===== config.mk =====
export PLATFORM = sky130hd
export DESIGN_NAME = mbist_march_ctrl
export DESIGN_NICKNAME = d
export VERILOG_FILES = /design/src/rtl/mbist_pkg.sv /design/src/rtl/mbist_addr_gen.sv /design/src/rtl/mbist_march_ctrl.sv
export SDC_FILE = /design/constraint.sdc
export NUM_CORES = 1
export LEC_CHECK = 0
export ABC_CLOCK_PERIOD_IN_PS = 9800
export BUFFER_PORTS_ARGS = -buffer_cell sky130_fd_sc_hd__buf_2
export CELL_PAD_IN_SITES_DETAIL_PLACEMENT = 1
export CELL_PAD_IN_SITES_GLOBAL_PLACEMENT = 1
export CORE_MARGIN = 3
export CORE_UTILIZATION = 45
export DETAILED_ROUTE_END_ITERATION = 7
export HOLD_SLACK_MARGIN = 0.02
export PLACE_DENSITY_LB_ADDON = 0.12
export SLEW_MARGIN = 40
export SYNTH_ARGS = -nofsm -noshare
export SYNTH_HDL_FRONTEND = slang
export SYNTH_HIERARCHICAL = 1
export SYNTH_SLANG_ARGS = --single-unit

===== constraint.sdc =====
create_clock -name CLK -period 9.8 [get_ports CLK]
set_clock_uncertainty 0.05 [all_clocks]
set_input_delay 1.47 -clock CLK [delete_from_list [all_inputs] [get_ports CLK]]
set_output_delay 1.47 -clock CLK [all_outputs]
set_load 0.1 [all_outputs]

===== src/rtl/mbist_pkg.sv =====
// Shared definitions for the March C- BIST controller: FSM states, element indices,
// per-element descriptors and data backgrounds.
package mbist_pkg;

    typedef enum logic [1:0] {
        ST_IDLE   = 2'd0,
        ST_RUN    = 2'd1,
        ST_DRAIN  = 2'd2,
        ST_FINISH = 2'd3
    } state_e;

    localparam int unsigned ELEM_W = 3;

    localparam logic [ELEM_W-1:0] M0 = 3'd0;
    localparam logic [ELEM_W-1:0] M1 = 3'd1;
    localparam logic [ELEM_W-1:0] M2 = 3'd2;
    localparam logic [ELEM_W-1:0] M3 = 3'd3;
    localparam logic [ELEM_W-1:0] M4 = 3'd4;
    localparam logic [ELEM_W-1:0] M5 = 3'd5;

    localparam logic [7:0] BG0 = 8'h00;
    localparam logic [7:0] BG1 = 8'hFF;

    typedef struct packed {
        logic       down;
        logic [7:0] rd_bg;
        logic [7:0] wr_bg;
        logic       has_rd;
        logic       has_wr;
    } elem_desc_t;

    // Indexed by element number; slots 6 and 7 are never reached and describe no access.
    localparam elem_desc_t ELEM_DESC [8] = '{
        '{down: 1'b0, rd_bg: BG0, wr_bg: BG0, has_rd: 1'b0, has_wr: 1'b1},
        '{down: 1'b0, rd_bg: BG0, wr_bg: BG1, has_rd: 1'b1, has_wr: 1'b1},
        '{down: 1'b0, rd_bg: BG1, wr_bg: BG0, has_rd: 1'b1, has_wr: 1'b1},
        '{down: 1'b1, rd_bg: BG0, wr_bg: BG1, has_rd: 1'b1, has_wr: 1'b1},
        '{down: 1'b1, rd_bg: BG1, wr_bg: BG0, has_rd: 1'b1, has_wr: 1'b1},
        '{down: 1'b0, rd_bg: BG0, wr_bg: BG0, has_rd: 1'b1, has_wr: 1'b0},
        '{down: 1'b0, rd_bg: BG0, wr_bg: BG0, has_rd: 1'b0, has_wr: 1'b0},
        '{down: 1'b0, rd_bg: BG0, wr_bg: BG0, has_rd: 1'b0, has_wr: 1'b0}
    };

endpackage


===== src/rtl/mbist_addr_gen.sv =====
// Loadable up/down March address counter with a terminal-count flag at the end of the
// current sweep direction; it never steps past the tested range.
module mbist_addr_gen #(
    parameter int unsigned ADDR_W = 8,
    parameter int unsigned DEPTH  = 256
) (
    input  logic              clk,
    input  logic              rst,
    input  logic              load,
    input  logic [ADDR_W-1:0] load_val,
    input  logic              step,
    input  logic              down,
    output logic [ADDR_W-1:0] addr,
    output logic              tc_c
);

    localparam logic [ADDR_W-1:0] LAST = ADDR_W'(DEPTH - 1);

    logic [ADDR_W-1:0] addr_q, addr_d;

    assign tc_c = down ? (addr_q == '0) : (addr_q == LAST);
    assign addr = addr_q;

    always_comb begin
        addr_d = addr_q;
        if (load) begin
            addr_d = load_val;
        end else if (step && !tc_c) begin
            addr_d = down ? (addr_q - ADDR_W'(1)) : (addr_q + ADDR_W'(1));
        end
    end

    always_ff @(posedge clk) begin
        if (rst) begin
            addr_q <= '0;
        end else begin
            addr_q <= addr_d;
        end
    end

endmodule


===== src/rtl/mbist_march_ctrl.sv =====
// March C- MBIST sequencer: drives a single-port SRAM, aligns expected data with returning reads
// and folds the registered comparator flag into a sticky verdict. MBIST_FAIL_LOG_EN adds a first-fail log.
module mbist_march_ctrl
    import mbist_pkg::*;
#(
    parameter int unsigned ADDR_W = 8,
    parameter int unsigned DEPTH  = 256,
    parameter int unsigned RD_LAT = 1
) (
    input  logic              CLK,
    input  logic              RESET,
    input  logic              START,
    output logic              BUSY,
    output logic              DONE,
    output logic              PASS,
    output logic              SRAM_CE,
    output logic              SRAM_WE,
    output logic [ADDR_W-1:0] SRAM_ADDR,
    output logic [7:0]        SRAM_WDATA,
    output logic [7:0]        EXP_DATA,
    input  logic              RESULT
`ifdef MBIST_FAIL_LOG_EN
    ,
    output logic [ADDR_W-1:0] FAIL_ADDR,
    output logic [ELEM_W-1:0] FAIL_ELEM
`endif
);

    localparam int unsigned PIPE   = RD_LAT + 1;
    localparam int unsigned DCNT_W = 3;
    localparam logic [ADDR_W-1:0] TOP_ADDR = ADDR_W'(DEPTH - 1);

    state_e            state_q, state_d;
    logic [ELEM_W-1:0] elem_q, elem_d, elem_nxt;
    logic              wr_ph_q, wr_ph_d;
    logic              busy_q, busy_d, done_q, done_d, pass_q, pass_d, fail_q, fail_d;
    logic              ce_q, ce_d, we_q, we_d;
    logic [7:0]        wdata_q, wdata_d;
    logic [DCNT_W-1:0] drain_q, drain_d;
    logic [PIPE-1:0]   pv_q, pv_d;
    logic [7:0]        pexp_q [PIPE];
    logic [7:0]        pexp_d [PIPE];
    logic              rd_issue, cur_down;
    logic              ag_load, ag_step, ag_tc;
    logic [ADDR_W-1:0] ag_load_val, ag_addr;
`ifdef MBIST_FAIL_LOG_EN
    logic [ADDR_W-1:0] paddr_q [PIPE];
    logic [ADDR_W-1:0] paddr_d [PIPE];
    logic [ELEM_W-1:0] pelem_q [PIPE];
    logic [ELEM_W-1:0] pelem_d [PIPE];
    logic [ADDR_W-1:0] flog_addr_q, flog_addr_d;
    logic [ELEM_W-1:0] flog_elem_q, flog_elem_d;
`endif

    assign cur_down = ELEM_DESC[elem_q].down;
    assign elem_nxt = elem_q + ELEM_W'(1);
    assign rd_issue = ce_q & ~we_q;

    mbist_addr_gen #(
        .ADDR_W (ADDR_W),
        .DEPTH  (DEPTH)
    ) u_addr_gen (
        .clk      (CLK),
        .rst      (RESET),
        .load     (ag_load),
        .load_val (ag_load_val),
        .step     (ag_step),
        .down     (cur_down),
        .addr     (ag_addr),
        .tc_c     (ag_tc)
    );

    always_comb begin
        state_d     = state_q;
        elem_d      = elem_q;
        wr_ph_d     = wr_ph_q;
        busy_d      = busy_q;
        done_d      = done_q;
        pass_d      = pass_q;
        fail_d      = fail_q;
        ce_d        = 1'b0;
        we_d        = 1'b0;
        wdata_d     = wdata_q;
        drain_d     = drain_q;
        ag_load     = 1'b0;
        ag_load_val = '0;
        ag_step     = 1'b0;

        // Compare pipeline: each issued read carries its tag towards the comparator result.
        pv_d      = {pv_q[PIPE-2:0], rd_issue};
        pexp_d[0] = rd_issue ? ELEM_DESC[elem_q].rd_bg : BG0;
        for (int i = 1; i < int'(PIPE); i++) begin
            pexp_d[i] = pexp_q[i-1];
        end
`ifdef MBIST_FAIL_LOG_EN
        flog_addr_d = flog_addr_q;
        flog_elem_d = flog_elem_q;
        paddr_d[0]  = ag_addr;
        pelem_d[0]  = elem_q;
        for (int i = 1; i < int'(PIPE); i++) begin
            paddr_d[i] = paddr_q[i-1];
            pelem_d[i] = pelem_q[i-1];
        end
`endif

        if (pv_q[PIPE-1] && !RESULT) begin
            fail_d = 1'b1;
`ifdef MBIST_FAIL_LOG_EN
            if (!fail_q) begin
                flog_addr_d = paddr_q[PIPE-1];
                flog_elem_d = pelem_q[PIPE-1];
            end
`endif
        end

        case (state_q)
            ST_IDLE, ST_FINISH: begin
                if (START) begin
                    state_d     = ST_RUN;
                    elem_d      = M0;
                    wr_ph_d     = 1'b0;
                    busy_d      = 1'b1;
                    done_d      = 1'b0;
                    pass_d      = 1'b0;
                    fail_d      = 1'b0;
                    ag_load     = 1'b1;
                    ag_load_val = '0;
                    ce_d        = 1'b1;
                    we_d        = ~ELEM_DESC[M0].has_rd;
                    wdata_d     = ELEM_DESC[M0].wr_bg;
`ifdef MBIST_FAIL_LOG_EN
                    flog_addr_d = '0;
                    flog_elem_d = '0;
`endif
                end
            end
            ST_RUN: begin
                if (ELEM_DESC[elem_q].has_rd && ELEM_DESC[elem_q].has_wr && !wr_ph_q) begin
                    wr_ph_d = 1'b1;
                    ce_d    = 1'b1;
                    we_d    = 1'b1;
                    wdata_d = ELEM_DESC[elem_q].wr_bg;
                end else if (!ag_tc) begin
                    ag_step = 1'b1;
                    wr_ph_d = 1'b0;
                    ce_d    = 1'b1;
                    we_d    = ~ELEM_DESC[elem_q].has_rd;
                    if (!ELEM_DESC[elem_q].has_rd) begin
                        wdata_d = ELEM_DESC[elem_q].wr_bg;
                    end
                end else if (elem_q == M5) begin
                    state_d = ST_DRAIN;
                    drain_d = '0;
                end else begin
                    // Next element starts in the same cycle at the origin of its sweep.
                    elem_d      = elem_nxt;
                    ag_load     = 1'b1;
                    ag_load_val = ELEM_DESC[elem_nxt].down ? TOP_ADDR : '0;
                    wr_ph_d     = 1'b0;
                    ce_d        = 1'b1;
                    we_d        = ~ELEM_DESC[elem_nxt].has_rd;
                    if (!ELEM_DESC[elem_nxt].has_rd) begin
                        wdata_d = ELEM_DESC[elem_nxt].wr_bg;
                    end
                end
            end
            ST_DRAIN: begin
                if (drain_q == DCNT_W'(RD_LAT + 1)) begin
                    state_d = ST_FINISH;
                    busy_d  = 1'b0;
                    done_d  = 1'b1;
                    pass_d  = ~fail_d;
                end else begin
                    drain_d = drain_q + DCNT_W'(1);
                end
            end
            default: state_d = ST_IDLE;
        endcase
    end

    always_ff @(posedge CLK) begin
        if (RESET) begin
            state_q <= ST_IDLE;
            elem_q  <= M0;
            wr_ph_q <= 1'b0;
            busy_q  <= 1'b0;
            done_q  <= 1'b0;
            pass_q  <= 1'b0;
            fail_q  <= 1'b0;
            ce_q    <= 1'b0;
            we_q    <= 1'b0;
            wdata_q <= '0;
            drain_q <= '0;
            pv_q    <= '0;
            pexp_q  <= '{default: '0};
`ifdef MBIST_FAIL_LOG_EN
            paddr_q     <= '{default: '0};
            pelem_q     <= '{default: '0};
            flog_addr_q <= '0;
            flog_elem_q <= '0;
`endif
        end else begin
            state_q <= state_d;
            elem_q  <= elem_d;
            wr_ph_q <= wr_ph_d;
            busy_q  <= busy_d;
            done_q  <= done_d;
            pass_q  <= pass_d;
            fail_q  <= fail_d;
            ce_q    <= ce_d;
            we_q    <= we_d;
            wdata_q <= wdata_d;
            drain_q <= drain_d;
            pv_q    <= pv_d;
            pexp_q  <= pexp_d;
`ifdef MBIST_FAIL_LOG_EN
            paddr_q     <= paddr_d;
            pelem_q     <= pelem_d;
            flog_addr_q <= flog_addr_d;
            flog_elem_q <= flog_elem_d;
`endif
        end
    end

    assign BUSY       = busy_q;
    assign DONE       = done_q;
    assign PASS       = pass_q;
    assign SRAM_CE    = ce_q;
    assign SRAM_WE    = we_q;
    assign SRAM_ADDR  = ag_addr;
    assign SRAM_WDATA = wdata_q;
    assign EXP_DATA   = pexp_q[RD_LAT-1];
`ifdef MBIST_FAIL_LOG_EN
    assign FAIL_ADDR  = flog_addr_q;
    assign FAIL_ELEM  = flog_elem_q;
`endif

endmodule


* Yosys cells after proc, flatten, opt, wreduce, memory -nomap -nowiden
Memory sizes are Yosys's and may differ from the RTL's.
Index checks and enable logic that the tools add are counted.
** Word-level totals
- Register bits after elaboration :: 41
- Bits in read-only memories :: 304
- Bits of input ports :: 4
- Output and inout port bits :: 29
- Logic and storage cells :: 133
- Memories kept :: 2
** Memory list
- (name not given) :: words 8, bits a word 19, rd ports 1, clocked after memory_dff 0, wr ports 0, RTL line mbist_march_ctrl.sv:163 : wdata_d = ELEM_DESC[elem_nxt].wr_bg;
- (name not given) :: words 8, bits a word 19, rd ports 1, clocked after memory_dff 0, wr ports 0, RTL line mbist_march_ctrl.sv:149 : wdata_d = ELEM_DESC[elem_q].wr_bg;
** Operators by class
- $add $sub $neg :: 4
- Magnitude comparators :: 2
- Equality and inequality tests :: 16
- Muxes and demuxes :: 66
- Bitwise operators :: 8
- Reductions and logical operators :: 21
** Operators with widths (count)
- 8-bit 2-to-1 mux :: 14
- 19-bit 2-to-1 mux :: 4
- 1-bit 2-to-1 mux :: 24
- 3-bit 2-to-1 mux :: 8
- 5-bit AND reduction :: 4
- 8-bit one-hot mux with 2 select lines :: 1
- 2-bit != test, second input constant :: 7
- 1-bit one-hot mux with 2 select lines :: 7
- 4-bit != test, second input constant :: 3
- 3-bit one-hot mux with 2 select lines :: 2
- 2-bit 2-to-1 mux :: 5
- 8-bit by 1-bit adder with 8-bit output, second input constant :: 1
- 8-bit == test, second input constant :: 1
- 4-bit greater-or-equal comparator, second input constant :: 2
- 8-bit logical NOT :: 1
- 3-bit NOT with 4-bit output :: 2
- 2-bit nonzero test :: 4
- 8-bit by 1-bit subtractor with 8-bit output, second input constant :: 1
- 3-bit by 1-bit adder with 3-bit output, second input constant :: 2
- 2-bit one-hot mux with 3 select lines :: 1
- 3-bit AND reduction :: 2
- 1-bit NOT :: 5
- 2-bit == test, second input constant :: 2
- 1-bit logical AND :: 4
- other kinds (7) :: 10

* Logic depth before layout (Yosys ltp)
- Word-level depth :: 11
- Mapped depth :: 15
- Mapped depth without buffers :: 13

* Modules after synthesis
Netlist, hierarchy kept.
** By module, submodules not included
- mbist_march_ctrl :: times used 1, cells each 154, area an instance 1288.7 µm², seq. area each 380.4 µm²
- mbist_addr_gen :: times used 1, cells each 86, area an instance 715.7 µm², seq. area each 160.2 µm²

* Worst setup path after synthesis
OpenSTA, ideal clock, no wires.
- Path kind :: flip-flop to flip-flop
- Start point :: reg elem_q[1]
- End point :: reg u_addr_gen.addr_q[6], in the netlist u_addr_gen/addr[6]
- Setup time :: 0.074 ns
- Data arrival time :: 2.966 ns
- Data required time :: 9.676 ns
- Slack :: 6.710 ns
- Cell stages (with the launch flop) :: 12
- Buffers on the path :: 1
- Clock period less this slack :: 3.090 ns
- Path through :: dfxtp_1 ha_1 inv_1 o21ai_0 inv_1 nand2_1 o31ai_1 buf_2 nor3_1 o311ai_4 or3_2 o21ai_0
** Between the ends
- Elaborated cells on any way between the ends :: 31
- Classes of those cells :: add/sub: 1; eq/ne: 1; mux: 20; bitwise: 2; reduce/logical: 5; memory: 2
** RTL lines
- start, declared :: RTL line mbist_march_ctrl.sv:34 : logic [ELEM_W-1:0] elem_q, elem_d, elem_nxt;
- start signal, assigned :: RTL line mbist_march_ctrl.sv:204 : elem_q <= elem_d;
- 3-bit NOT with 4-bit output (implied by the code) :: RTL line mbist_march_ctrl.sv:55 : assign cur_down = ELEM_DESC[elem_q].down;
- memory read 8 x 19 bit
- 19-bit 2-to-1 mux (2 in series)
- named net cur_down :: RTL line mbist_march_ctrl.sv:43 : logic rd_issue, cur_down;
- 1-bit 2-to-1 mux :: RTL line mbist_addr_gen.sv:21 : assign tc_c = down ? (addr_q == '0) : (addr_q == LAST);
- named net ag_tc :: RTL line mbist_march_ctrl.sv:44 : logic ag_load, ag_step, ag_tc;
- 1-bit 2-to-1 mux :: RTL line mbist_march_ctrl.sv:143 : end else if (!ag_tc) begin
- 1-bit 2-to-1 mux :: RTL line mbist_march_ctrl.sv:138 : if (ELEM_DESC[elem_q].has_rd && ELEM_DESC[elem_q].has_wr && !wr_ph_q) begin
- 1-bit 2-to-1 mux :: RTL line mbist_march_ctrl.sv:116 : case (state_q)
- named net ag_step :: RTL line mbist_march_ctrl.sv:44
- 1-bit logical AND :: RTL line mbist_addr_gen.sv:28 : end else if (step && !tc_c) begin
- 2-bit nonzero test (no line)
- end signal, assigned :: RTL line mbist_addr_gen.sv:37 : addr_q <= addr_d;
- end, declared :: RTL line mbist_addr_gen.sv:19 : logic [ADDR_W-1:0] addr_q, addr_d;
The timed path passes the listed nets, and every way through them passes these cells. The select of a mux whose other input is x is not followed.
A chain may end at the register's enable or synchronous reset.

* Worst setup path in the final report
- Start point :: reg elem_q[0]
- End point :: reg u_addr_gen.addr_q[4], in the netlist u_addr_gen/addr[4]
** Between the ends
- Elaborated cells on any way between the ends :: 31
- Classes of those cells :: add/sub: 1; eq/ne: 1; mux: 20; bitwise: 2; reduce/logical: 5; memory: 2
** RTL lines (RTL line)
- 3-bit NOT with 4-bit output (implied by the code) (*) :: mbist_march_ctrl.sv:55
- memory read 8 x 19 bit (*)
- 19-bit 2-to-1 mux (*) (2 in series)
- named net cur_down :: mbist_march_ctrl.sv:43
- 1-bit 2-to-1 mux (*) :: mbist_addr_gen.sv:21
- named net ag_tc :: mbist_march_ctrl.sv:44
- 1-bit 2-to-1 mux (*) :: mbist_march_ctrl.sv:143
- 1-bit 2-to-1 mux (*) :: mbist_march_ctrl.sv:138
- 1-bit one-hot mux with 2 select lines (*) :: mbist_march_ctrl.sv:116
- named net ag_load :: mbist_march_ctrl.sv:44
- 8-bit 2-to-1 mux / 2-bit nonzero test (equally long branches)
Mark *: on every way through the listed nets, which the timed path passes. The rest lies on a longest branch. The select of a mux whose other input is x is not followed.

==> metrics.md <==
| Metric | Value |
|---|---|
| Status | `finished clean` |
| Register share of total power | `28.4%` |
| Port Buffers | `32` |
| ANT cells | `0` |
| Clk sink count | `27` |
| Fin. max-slew vios | `0` |
| Total power | `576.1 uW` |
| Via count of the routed design | `1,686` |
| Total CTS buffers | `3` |
| Hold path cells | `1` |
| Global-route usage over all layers | `19.40%` |
| Slew Limit Headroom | `55.50%` |
| Clock transition at path regs | `90 ps` |
| Die span in y | `72.74 um` |
| Starting Density | `48.37%` |
| Most common cell in the netlist | `dfxtp_1` |
| Post-Syn Area | `2004 um^2` |
| Multi-input gate area | `1244 um^2` |
| Final setup viols | `0` |
| Unique cell type count in the Yosys netlist | `57` |
| Worst Tran Pin Value | `663.5 ps` |
| CTS resizes | `0` |
| Min-delay worst type | `flip-flop to flip-flop` |
| Cts hold-fix bufs | `0` |
| DRT antenna net count | `0` |
| Worst R2R End | `u_addr_gen/addr[4]` |
| Via density | `5.620` |
| Reg area | `540.5 um^2` |
| Post-synth EDFFs | `0` |
| CTS max path bufs | `2` |
| Top Ports | `33` |
| GRT overflow | `0` |
| RSZ-0062 raised after global routing | `no` |
| CP Data Required Time | `9900 ps` |
| Die footprint | `5291 um^2` |
| CP Capture Type | `flip-flop` |
| Syn Inst Count | `240` |
| Routed WL per cell | `15.94 um` |
| Share of Yosys cell area claimed by the top area cell type | `26.97%` |
| Core Rows | `23` |
| Dpl hpwl | `3.588 mm` |
| Comb power frac | `60.4%` |
| Worst path arrival time | `3810 ps` |
| Pwr/cell area | `273.1 nW/um^2` |
| DR pass1 iterations | `4` |
| Top cells by count, synth | `dfxtp_1 (27), nor2_1 (23), ha_1 (18)` |
| Critical path class | `flip-flop to flip-flop` |
| Reg-to-reg startpoint | `elem_q[0]` |
| Hold path endpoint | `pv_q[1]` |
| Area leader, netlist | `dfxtp_1` |
| Final Hold Viols | `0` |
| CTS root buf | `clkbuf_8` |
| Starting DRT DRC Count | `65` |
| Leakage | `0.0008747 uW` |
| Most used DFF post-synth | `dfxtp_1` |
| Setup_tns | `0 ps` |
| Final worst slack | `6083 ps` |
| Max-cap viol count | `0` |
| Fillers | `526` |
| Internal power | `253.7 uW` |
| DR DRC count | `0` |
| R2r worst-path depth | `12` |
| Syn Area/Cell | `8.352 um^2` |
| Worst Path Max Fanout | `12` |
| Vias in the first global route | `1,733` |
| CTS H-tree lvls | `1` |
| Layout cells sized above 1 | `20.40%` |
| Final period util | `37.93%` |
| Post-CTS setup repair buffer count | `0` |
| First-pass GRT wire length | `8.252 mm` |
| VDD IR-drop max | `0.1924 mV` |
| Pre-CTS setup slack | `5845 ps` |
| Switching power share of the total | `55.96%` |
| Minimum hold slack | `397.6 ps` |
| Critical path startpoint category | `flip-flop` |
| Fin crit period | `3717 ps` |
| Initial antenna violation count | `0` |
| Clock share of power | `11.2%` |
| Fmax | `269.0 MHz` |
| Nets@finish | `274` |
| R2r setup slk | `6080 ps` |
| Area contributors post-synth | `dfxtp_1 (27%), ha_1 (11%), buf_4 (5.2%)` |
| Syn Nets | `263` |
| Layout area overhead | `5.243%` |
| Yosys warns | `6` |
| Net Sw Power | `322.4 uW` |
| Placer Congestion | `0.8349` |
| Yosys reg bits | `27` |
| Largest net degree at the start of global routing | `30` |
| Detailed-route wire length | `4.781 mm` |
| Asr flop ratio synth | `0%` |
| Clock latency on the worst-skew pair | `270 ps` |
| CTS tree | `done` |
| Core Area | `4144 um^2` |
| Worst hold path startpoint | `pv_q[0]` |
| Sequential area share after synthesis | `26.97%` |
| Chip width | `72.74 um` |
==> worst max path at each step <==
stage               startpoint            endpoint  slack (ps)
finish               elem_q[0]  u_addr_gen/addr[4]        6080
global route         elem_q[0]  u_addr_gen/addr[4]        5690
CTS                  elem_q[0]  u_addr_gen/addr[4]        5830
detailed placement   elem_q[0]  u_addr_gen/addr[4]        5850
global placement     elem_q[0]  u_addr_gen/addr[4]        5520
floorplan            elem_q[1]  u_addr_gen/addr[6]        6710
==> cells by family after synthesis <==
kind of cell	count (synthesis)	synth area share, %
and+or+nand+nor	80	20.47
AOI/OAI and AO/OA	62	23.85
buffers and inverters	41	11.42
DFF	27	26.97
adders and majority gates	19	12.23
xor gates and xnor gates	7	3.059
muxes	4	1.998
==> metrics by stage <==
stage / area (um^2) / util (%) / cells
after floorplan: 2004 / - / 240
after global placement: 2054 / 49.58 / 296
after detailed placement: 2059 / 49.70 / 296
after CTS: 2106 / 50.82 / 300
after global routing: 2110 / 50.91 / 300
final: 2110 / 50.91 / 300
==> layer usage <==
metal	vias to the layer above	track usage, %	routed length [um]
met5	-	0	0
met1	800	25.25	2246
met3	2	3.444	166
met2	25	34.27	2353
li1	859	-	-
met4	0	2.459	15
==> power by group through the flow <==
stage | combinational [uW] | clock [uW] | sequential, uW
floorplan | 158 | 0 | 298
global placement | 342 | 0 | 166
global route | 375 | 71.4 | 170
finish | 348 | 64.3 | 164
detailed placement | 346 | 0 | 167
CTS | 348 | 68.3 | 164
==> final cells by class <==
cell class                 instances  share of cell area [%]
clock buffer                       3                   1.957
clock inverter                     1                  0.2372
inverter                          15                   2.669
multi-input combinational        172                   58.96
sequential                        27                   25.62
tap                               50                   2.966
timing repair buffer              32                   7.592
==> state kept, by name, summed over array words and instances, names as in the netlist <==
name and cells:
u_addr_gen/addr 8, drain_q 3, elem_q 3, pv_q 2
state_q 2, BUSY 1, DONE 1, EXP_DATA 1
PASS 1, SRAM_CE 1, SRAM_WDATA 1, SRAM_WE 1
fail_q 1, wr_ph_q 1
==> critical path, cell delays in order, from the launching register on <==
cell and delay (ps):
dfxtp_1 490, inv_1 150, ha_1 300, nand2_1 110, o21ai_1 230, inv_1 230
nand2_1 140, o31ai_2 630, nand4_1 270, a21oi_2 510, inv_1 230, nor2_1 180
a211oi_2 60
==> cell usage in the layout, fill, tap and decap left out, types with 7 or more instances in the layout <==
| master | n |
|---|---|
| buf_2 | 32 |
| nand2_1 | 14 |
| inv_1 | 15 |
| nand2b_1 | 7 |
| dfxtp_1 | 27 |
| a211oi_1 | 8 |
| nor3_1 | 9 |
| nor2_1 | 23 |
| ha_1 | 18 |
| a21oi_1 | 13 |
No activity file was read; power rests on OpenSTA's default activity.
